**src/rtl/mul_div_unit_pkg.sv**
```systemverilog
// Shared constants for the multiply/divide unit: SPECIAL opcode, HI/LO-class
// funct codes, and instruction decode helpers.
package mul_div_unit_pkg;

  localparam logic [5:0] OP_SPECIAL = 6'h00;

  localparam logic [5:0] F_MFHI  = 6'h10;
  localparam logic [5:0] F_MTHI  = 6'h11;
  localparam logic [5:0] F_MFLO  = 6'h12;
  localparam logic [5:0] F_MTLO  = 6'h13;
  localparam logic [5:0] F_MULT  = 6'h18;
  localparam logic [5:0] F_MULTU = 6'h19;
  localparam logic [5:0] F_DIV   = 6'h1A;
  localparam logic [5:0] F_DIVU  = 6'h1B;

  // Any instruction that reads or writes HI/LO (these stall while busy).
  function automatic logic is_hilo(input logic [31:0] ins);
    logic [5:0] f;
    f = ins[5:0];
    return (ins[31:26] == OP_SPECIAL) &&
           (f == F_MFHI || f == F_MTHI || f == F_MFLO || f == F_MTLO ||
            f == F_MULT || f == F_MULTU || f == F_DIV || f == F_DIVU);
  endfunction

  // Iterative operations that start the unit.
  function automatic logic is_muldiv(input logic [31:0] ins);
    logic [5:0] f;
    f = ins[5:0];
    return (ins[31:26] == OP_SPECIAL) &&
           (f == F_MULT || f == F_MULTU || f == F_DIV || f == F_DIVU);
  endfunction

endpackage

```
**src/rtl/mul_div_unit_if.sv**
```systemverilog
// Execute-stage <-> multiply/divide unit bus.
//   master (execute stage): drives En, Flush, Ins, Rdata1, Rdata2
//   slave  (mul_div_unit):  drives HiLo_data, Busy, Stall, Done
interface mul_div_unit_if;
  logic        En;
  logic        Flush;
  logic [31:0] Ins;
  logic [31:0] Rdata1;
  logic [31:0] Rdata2;
  logic [31:0] HiLo_data;
  logic        Busy;
  logic        Stall;
  logic        Done;

  modport master (output En, Flush, Ins, Rdata1, Rdata2,
                  input  HiLo_data, Busy, Stall, Done);
  modport slave  (input  En, Flush, Ins, Rdata1, Rdata2,
                  output HiLo_data, Busy, Stall, Done);
endinterface

```
**src/rtl/mul_div_unit_mdu_datapath.sv**
```systemverilog
// mdu_datapath: 64-bit accumulator with one shift-add (multiply) or one
// restoring-division step per `step`, plus combinational sign fix.
//   clk, rst_n        clock, async active-low reset
//   load              latch operands (absolute values for signed ops)
//   step              advance one iteration
//   is_div, is_signed operation kind, sampled on load
//   rs, rt            raw operands
//   res_hi, res_lo    sign-corrected result, valid after 32 steps
module mdu_datapath (
  input  logic        clk,
  input  logic        rst_n,
  input  logic        load,
  input  logic        step,
  input  logic        is_div,
  input  logic        is_signed,
  input  logic [31:0] rs,
  input  logic [31:0] rt,
  output logic [31:0] res_hi,
  output logic [31:0] res_lo
);

  // Multiply: acc = {partial product, remaining multiplier bits}, opnd = multiplicand.
  // Divide:   acc = {partial remainder, dividend/quotient bits},  opnd = divisor.
  logic [63:0] acc;
  logic [31:0] opnd;
  logic        div_op, qsign, rsign, divz;

  logic [31:0] abs_rs, abs_rt;
  logic [32:0] mul_sum, pr, pr_sub;
  logic        ge;
  logic [63:0] prod;
  logic        unused_borrow;

  assign abs_rs = (is_signed && rs[31]) ? -rs : rs;
  assign abs_rt = (is_signed && rt[31]) ? -rt : rt;

  assign mul_sum = {1'b0, acc[63:32]} + (acc[0] ? {1'b0, opnd} : 33'd0);

  // Shift the next dividend bit into the 33-bit partial remainder and try the subtract.
  assign pr            = {acc[63:32], acc[31]};
  assign ge            = pr >= {1'b0, opnd};
  assign pr_sub        = pr - {1'b0, opnd};
  assign unused_borrow = pr_sub[32];

  always_ff @(posedge clk or negedge rst_n) begin
    if (!rst_n) begin
      acc    <= '0;
      opnd   <= '0;
      div_op <= 1'b0;
      qsign  <= 1'b0;
      rsign  <= 1'b0;
      divz   <= 1'b0;
    end else if (load) begin
      acc    <= {32'd0, is_div ? abs_rs : abs_rt};
      opnd   <= is_div ? abs_rt : abs_rs;
      div_op <= is_div;
      qsign  <= is_signed & (rs[31] ^ rt[31]);
      rsign  <= is_signed & rs[31];
      divz   <= is_div & (rt == 32'd0);
    end else if (step) begin
      if (div_op)
        acc <= ge ? {pr_sub[31:0], acc[30:0], 1'b1} : {pr[31:0], acc[30:0], 1'b0};
      else
        acc <= {mul_sum, acc[31:1]};
    end
  end

  // Divide by zero naturally leaves |rs| as remainder and all-ones quotient;
  // re-signing the remainder with rsign recovers the original rs, and the
  // quotient is forced to all-ones so the signed case matches the unsigned one.
  assign prod   = qsign ? -acc : acc;
  assign res_hi = div_op ? (rsign ? -acc[63:32] : acc[63:32]) : prod[63:32];
  assign res_lo = div_op ? (divz ? 32'hFFFF_FFFF : (qsign ? -acc[31:0] : acc[31:0]))
                         : prod[31:0];

endmodule

```
**src/rtl/mul_div_unit.sv**
```systemverilog
// mul_div_unit: multi-cycle MULT/MULTU/DIV/DIVU with HI/LO registers,
// MTHI/MTLO writes and MFHI/MFLO read mux for the execute result path.
//   CLK   system clock
//   RST   async active-low reset
//   bus   mul_div_unit_if.slave (En, Flush, Ins, Rdata1, Rdata2 in;
//         HiLo_data, Busy, Stall, Done out)
// Busy spans 32 iteration cycles plus one FIX cycle; Done pulses the cycle
// after FIX, when the new HI/LO are already readable.
module mul_div_unit
  import mul_div_unit_pkg::*;
#(
  parameter int ITER = 32
) (
  input  logic           CLK,
  input  logic           RST,
  mul_div_unit_if.slave  bus
);

  localparam int             CW   = $clog2(ITER);
  localparam logic [CW-1:0]  LAST = CW'(ITER - 1);

  typedef enum logic [1:0] {S_IDLE, S_MUL, S_DIV, S_FIX} state_t;

  state_t        state, nstate;
  logic [CW-1:0] cnt;
  logic [31:0]   hi, lo, res_hi, res_lo;
  logic          done_q, load, step, wr_res;
  logic [5:0]    funct;
  logic          special, busy, start, mt_ok, is_div, is_signed;
  logic          unused_ins;

  assign funct      = bus.Ins[5:0];
  assign special    = bus.Ins[31:26] == OP_SPECIAL;
  assign unused_ins = ^bus.Ins[25:6];
  assign busy       = state != S_IDLE;
  assign start      = bus.En & ~bus.Flush & ~busy & is_muldiv(bus.Ins);
  assign mt_ok      = bus.En & ~bus.Flush & ~busy & special;
  assign is_div     = (funct == F_DIV)  | (funct == F_DIVU);
  assign is_signed  = (funct == F_MULT) | (funct == F_DIV);

  assign bus.Busy      = busy;
  assign bus.Stall     = bus.En & busy & is_hilo(bus.Ins);
  assign bus.Done      = done_q;
  assign bus.HiLo_data = !special          ? 32'd0 :
                         (funct == F_MFHI) ? hi    :
                         (funct == F_MFLO) ? lo    : 32'd0;

  always_ff @(posedge CLK or negedge RST) begin
    if (!RST) state <= S_IDLE;
    else      state <= nstate;
  end

  always_comb begin
    nstate = state;
    load   = 1'b0;
    step   = 1'b0;
    wr_res = 1'b0;
    case (state)
      S_IDLE: if (start) begin
        load   = 1'b1;
        nstate = is_div ? S_DIV : S_MUL;
      end
      S_MUL, S_DIV: begin
        if (bus.Flush) nstate = S_IDLE;
        else begin
          step = 1'b1;
          if (cnt == LAST) nstate = S_FIX;
        end
      end
      S_FIX: begin
        nstate = S_IDLE;
        wr_res = ~bus.Flush;
      end
      default: nstate = S_IDLE;
    endcase
  end

  always_ff @(posedge CLK or negedge RST) begin
    if (!RST) begin
      cnt    <= '0;
      done_q <= 1'b0;
      hi     <= '0;
      lo     <= '0;
    end else begin
      done_q <= wr_res;
      if (load)      cnt <= '0;
      else if (step) cnt <= cnt + 1'b1;

      if (wr_res)                        hi <= res_hi;
      else if (mt_ok && funct == F_MTHI) hi <= bus.Rdata1;

      if (wr_res)                        lo <= res_lo;
      else if (mt_ok && funct == F_MTLO) lo <= bus.Rdata1;
    end
  end

  mdu_datapath u_dp (
    .clk       (CLK),
    .rst_n     (RST),
    .load      (load),
    .step      (step),
    .is_div    (is_div),
    .is_signed (is_signed),
    .rs        (bus.Rdata1),
    .rt        (bus.Rdata2),
    .res_hi    (res_hi),
    .res_lo    (res_lo)
  );

endmodule
```
**src/flat_wrapper.sv**
```systemverilog
// flat-port wrapper written by rule: the top's interface ports become plain ports
module mul_div_unit_flat import mul_div_unit_pkg::*;
#(
  parameter int ITER = 32
)
  (CLK, RST, bus_En, bus_Flush, bus_Ins, bus_Rdata1, bus_Rdata2, bus_HiLo_data, bus_Busy, bus_Stall, bus_Done);
  mul_div_unit_if bus_i ();
  input  logic CLK;
  input  logic RST;
  input wire logic [$bits(bus_i.En)-1:0] bus_En;
  input wire logic [$bits(bus_i.Flush)-1:0] bus_Flush;
  input wire logic [$bits(bus_i.Ins)-1:0] bus_Ins;
  input wire logic [$bits(bus_i.Rdata1)-1:0] bus_Rdata1;
  input wire logic [$bits(bus_i.Rdata2)-1:0] bus_Rdata2;
  output wire logic [$bits(bus_i.HiLo_data)-1:0] bus_HiLo_data;
  output wire logic [$bits(bus_i.Busy)-1:0] bus_Busy;
  output wire logic [$bits(bus_i.Stall)-1:0] bus_Stall;
  output wire logic [$bits(bus_i.Done)-1:0] bus_Done;
  assign bus_i.En = bus_En;
  assign bus_i.Flush = bus_Flush;
  assign bus_i.Ins = bus_Ins;
  assign bus_i.Rdata1 = bus_Rdata1;
  assign bus_i.Rdata2 = bus_Rdata2;
  assign bus_HiLo_data = bus_i.HiLo_data;
  assign bus_Busy = bus_i.Busy;
  assign bus_Stall = bus_i.Stall;
  assign bus_Done = bus_i.Done;
  mul_div_unit #(.ITER(ITER)) u_core (.CLK(CLK), .RST(RST), .bus(bus_i));
endmodule
```
**config.mk**
```make
export PLATFORM = sky130hd
export DESIGN_NAME = mul_div_unit_flat
export DESIGN_NICKNAME = d
export VERILOG_FILES = /design/src/rtl/mul_div_unit_pkg.sv /design/src/rtl/mul_div_unit_if.sv /design/src/rtl/mul_div_unit_mdu_datapath.sv /design/src/rtl/mul_div_unit.sv /design/src/flat_wrapper.sv
export SDC_FILE = /design/constraint.sdc
export NUM_CORES = 1
export LEC_CHECK = 0
export BUFFER_PORTS_ARGS = -buffer_cell sky130_fd_sc_hd__buf_2
export CAP_MARGIN = 0
export CORE_MARGIN = 10
export CORE_UTILIZATION = 56
export DETAILED_ROUTE_END_ITERATION = 12
export PLACE_DENSITY = 0.75
export SLEW_MARGIN = 25
export SYNTH_ARGS = -nofsm -noshare
export SYNTH_HDL_FRONTEND = slang
export SYNTH_HIERARCHICAL = 1
export SYNTH_SLANG_ARGS = --single-unit
```
**constraint.sdc**
```tcl
create_clock -name CLK -period 3.4 [get_ports CLK]
set_input_delay 0.17 -clock CLK [delete_from_list [all_inputs] [get_ports CLK]]
set_output_delay 0.17 -clock CLK [all_outputs]
set_load 0.005 [all_outputs]
```
==> summary.txt <==
Placement Cell Area: 18000 um^2
Worst reg2reg path depth: 14
Number of synthesized flops with an enable pin: 0
Final critical-path required period: 3.29 ns
Crit path arrival time: 3.69 ns
Clk pwr share: 13.2%
Chip height: 190 um
Routed wire per std cell: 22.9 um
Pin count of the biggest net entering global routing: 67
Post-synthesis mux area share: 5.79%
Initial Utilization: 56.7%
Synth Register Bits: 172
Period utilization: 96.9%
Slew Viols, Final: 0
Std cell rows: 62
Core Area: 28600 um^2
Max Buffers Root-to-Sink: 2
Largest family of logic cells by synthesized area: compound AO/OA/AOI/OAI gates
ANT nets after route: 0
Routability congestion estimate: 1.06
WL final: 61400 um
Min-Delay Path Depth: 3
Count of cell types in the netlist: 88
Sw frac: 48.0%
Startpoint types: register
Sw power: 7.03 mW
Vias in the first global route: 15925
Hold slack: 0.0716 ns
Avg Cell Area, Syn: 7.67 um^2
Via density: 6.45
Clk sinks: 172
NumNets Final: 2458
Synth area leader: dfrtp_1
Worst vdd ir: 474 uV
Post-Synth XOR/XNOR Area: 9.07%
Status: finished, final reports clean
Cells after synthesis: 2115
Slew HR: 49.7%
Number of antenna diodes: 0
Root buf cell: clkbuf_16
Post-synth top area share: 26.5%
PwrDens: 783 nW/um^2
Die width: 190 um
Via count: 17291
Die area: 36200 um^2
FILL cells: 2564
IO Pins: 135
Mapped Nets: 2289
Max_cap viols: 0
Min-Delay Path Class: input port to register
Critical path capture point type: register
Unrepaired setup endpoints after global routing: true
Commonest cells post-synth: nand2_1 (268), o21ai_0 (216), nor2_1 (203)
Post-DP HPWL: 47600 um
Synthesized area: 16200 um^2
Number of setup violations in the final report: 0
Wire length of the first global-routing pass: 93300 um
Final Cell Area: 18700 um^2
Area Growth Syn to Fin: 15.1%
Overflow after GRT: 0
TritonCTS clock tree: yes
Area share of fa/ha/maj cells after synthesis: 5.80%
Fraction of layout cells with a size suffix above 1: 16.8%
H-tree Lvls: 4
DRT iter0 DRCs: 2267
WP data required: 3.80 ns
Post-synthesis compound-gate area fraction: 26.4%
GRT Overall Usage: 33.0%
Sequential area share after synthesis: 26.5%
Post-synth ARST share: 100%
Cells taking the most area after synthesis: dfrtp_1 (27%), o21ai_0 (6.7%), nand2_1 (6.2%), ha_1 (5.6%), mux2i_1 (5.3%)
Cell Int Power: 7.60 mW
Synth Area in Simple Gates: 20.5%
Clk_lat worst skew: 0.46 ns
Crit path max fanout: 3
1st-pass router iterations: 6
IO Port Bufs: 114
Flop pwr share: 22.5%
Yosys warning total: 6
Reg clk slew, reported paths: 0.08 ns
CTS buffer count: 17
Initial antenna violation count: 0
Post-synth top flop: dfrtp_1
Combinational group share of total power: 64.4%
Endpoints failing hold: 0
Clock skew: 0.0140 ns
Top-count cell post-synth: nand2_1
Tightest Pin Transition: 0.754 ns
DRC: 0
Max Fclk: 304 MHz
Crit Path Class: register to register
Leak: 8.75 nW
sequential cells by signal, indices dropped and copies added, names as in the netlist:
signal	count
u_core/u_dp/div_op	1
u_core/u_dp/acc	64
u_core/u_dp/opnd	32
u_core/u_dp/divz	1
u_core/bus.Done	1
u_core/cnt	5
u_core/lo	32
u_core/hi	32
u_core/u_dp/rsign	1
u_core/state	2
u_core/u_dp/qsign	1
path summary, 6_finish.rpt:
kind / startpoint / end / slack [ns]
setup / recovery: u_core/u_dp/acc[0] / u_core/u_dp/acc[63] / 0.11
hold / removal: bus_Rdata2[31] / u_core/u_dp/acc[31] / 0.07
setup reg to reg: u_core/u_dp/acc[0] / u_core/u_dp/acc[63] / 0.11
hold reg to reg: u_core/hi[12] / u_core/hi[12] / 0.48
max in group asynchronous: RST / u_core/u_dp/opnd[5] / 2.02
min in group asynchronous: RST / u_core/state[1] / 0.27
cell type report:
| class | instances | area [um^2] | share of cell area [%] |
|---|---|---|---|
| Sequential cell | 172 | 4310 | 23.1 |
| Clock buffer | 20 | 437 | 2.34 |
| Inverter | 78 | 294 | 1.57 |
| Multi-Input combinational cell | 1725 | 11100 | 59.4 |
| Clock inverter | 12 | 116 | 0.623 |
| Tap cell | 384 | 480 | 2.57 |
| Timing Repair Buffer | 290 | 1940 | 10.4 |
through the flow:
step | total power, mW | TNS [ns] | instances | utilization [%] | setup slack (ns)
after CTS | 14.2 | 0 | 2677 | 64.9 | 0.0474
after detailed placement | 12.2 | -0.0283 | 2644 | 62.9 | -0.0283
after global placement | 12.1 | -0.00241 | 2644 | 62.9 | -0.00241
after floorplan | 9.03 | 0 | 2115 | - | 0.146
after global routing | 15.5 | -0.0987 | 2681 | 65.2 | -0.0895
final | 14.6 | 0 | 2681 | 65.2 | 0.107
cell usage in the layout (no fill, tap or decap), types with 7 or more instances in the layout:
master     instances
nor2_1           201
nand4_1           18
buf_2            113
o31ai_1           24
nor3_1            33
nor2b_1            9
o22ai_1            7
clkbuf_16         17
xor2_1            89
nand3_1           32
a22oi_1           76
a21oi_1          149
mux2i_1           86
nor4_1            19
a211oi_1          13
xnor2_1           77
a31oi_1           18
o21ai_0          214
buf_4            172
o21bai_1          11
or4_1             12
a21o_1            21
o21ai_1           17
dfrtp_1          171
or3_1             14
ha_1              71
o211ai_1          48
o41ai_1           16
o221ai_1          12
and2_1            10
nand2_1          267
o21a_1            11
and3_1            13
inv_1             73
nand2b_1          17
cell families after synthesis:
group	Yosys count
adder cells (fa/ha/maj)	74
buffers and inverters	218
AND/OR/NAND/NOR	702
flip-flops	172
multiplexers	93
AO/OA/AOI/OAI	688
XOR/XNOR	168
worst max-delay path, stage by stage, from the launching register on:
cell and delay, ns:
dfrtp_1 0.36, and2_1 0.13, ha_1 0.17, inv_1 0.06
fa_1 0.41, nor2b_2 0.18, o31ai_2 0.11, a2111oi_2 0.36
buf_4 0.18, nor2_2 0.07, o221a_2 0.34, o31ai_2 0.23
a31oi_1 0.14, o311ai_1 0.27, a32o_1 0.22
metal layers:
| metal | global-route usage [%] | vias up | part of all wire, % |
|---|---|---|---|
| li1 | - | 7972 | - |
| met1 | 45.1 | 8224 | 41 |
| met2 | 50.3 | 957 | 44 |
| met3 | 6.10 | 138 | 10 |
| met4 | 14.2 | 0 | 4.3 |
| met5 | 0 | - | 0 |
power groups by stage:
| stage | sequential, mW | combinational [mW] | clock (mW) |
|---|---|---|---|
| CTS | 3.27 | 8.99 | 1.94 |
| finish | 3.29 | 9.41 | 1.92 |
| detailed placement | 3.31 | 8.94 | 0 |
| global placement | 3.28 | 8.79 | 0 |
| floorplan | 3.25 | 5.78 | 0 |
| global route | 3.37 | 10.1 | 2.02 |
repair_timing:
item | 4_1_cts | 5_1_grt
pin swaps | 0 | 9
gates resized for setup | 2 | 18
setup buffers | 0 | 4
hold endpoints to repair | 61 | 0
endpoints found under the setup margin | 2 | 21
hold buffers | 1 | 0
Note: power is estimated with default switching activity, not from simulation.
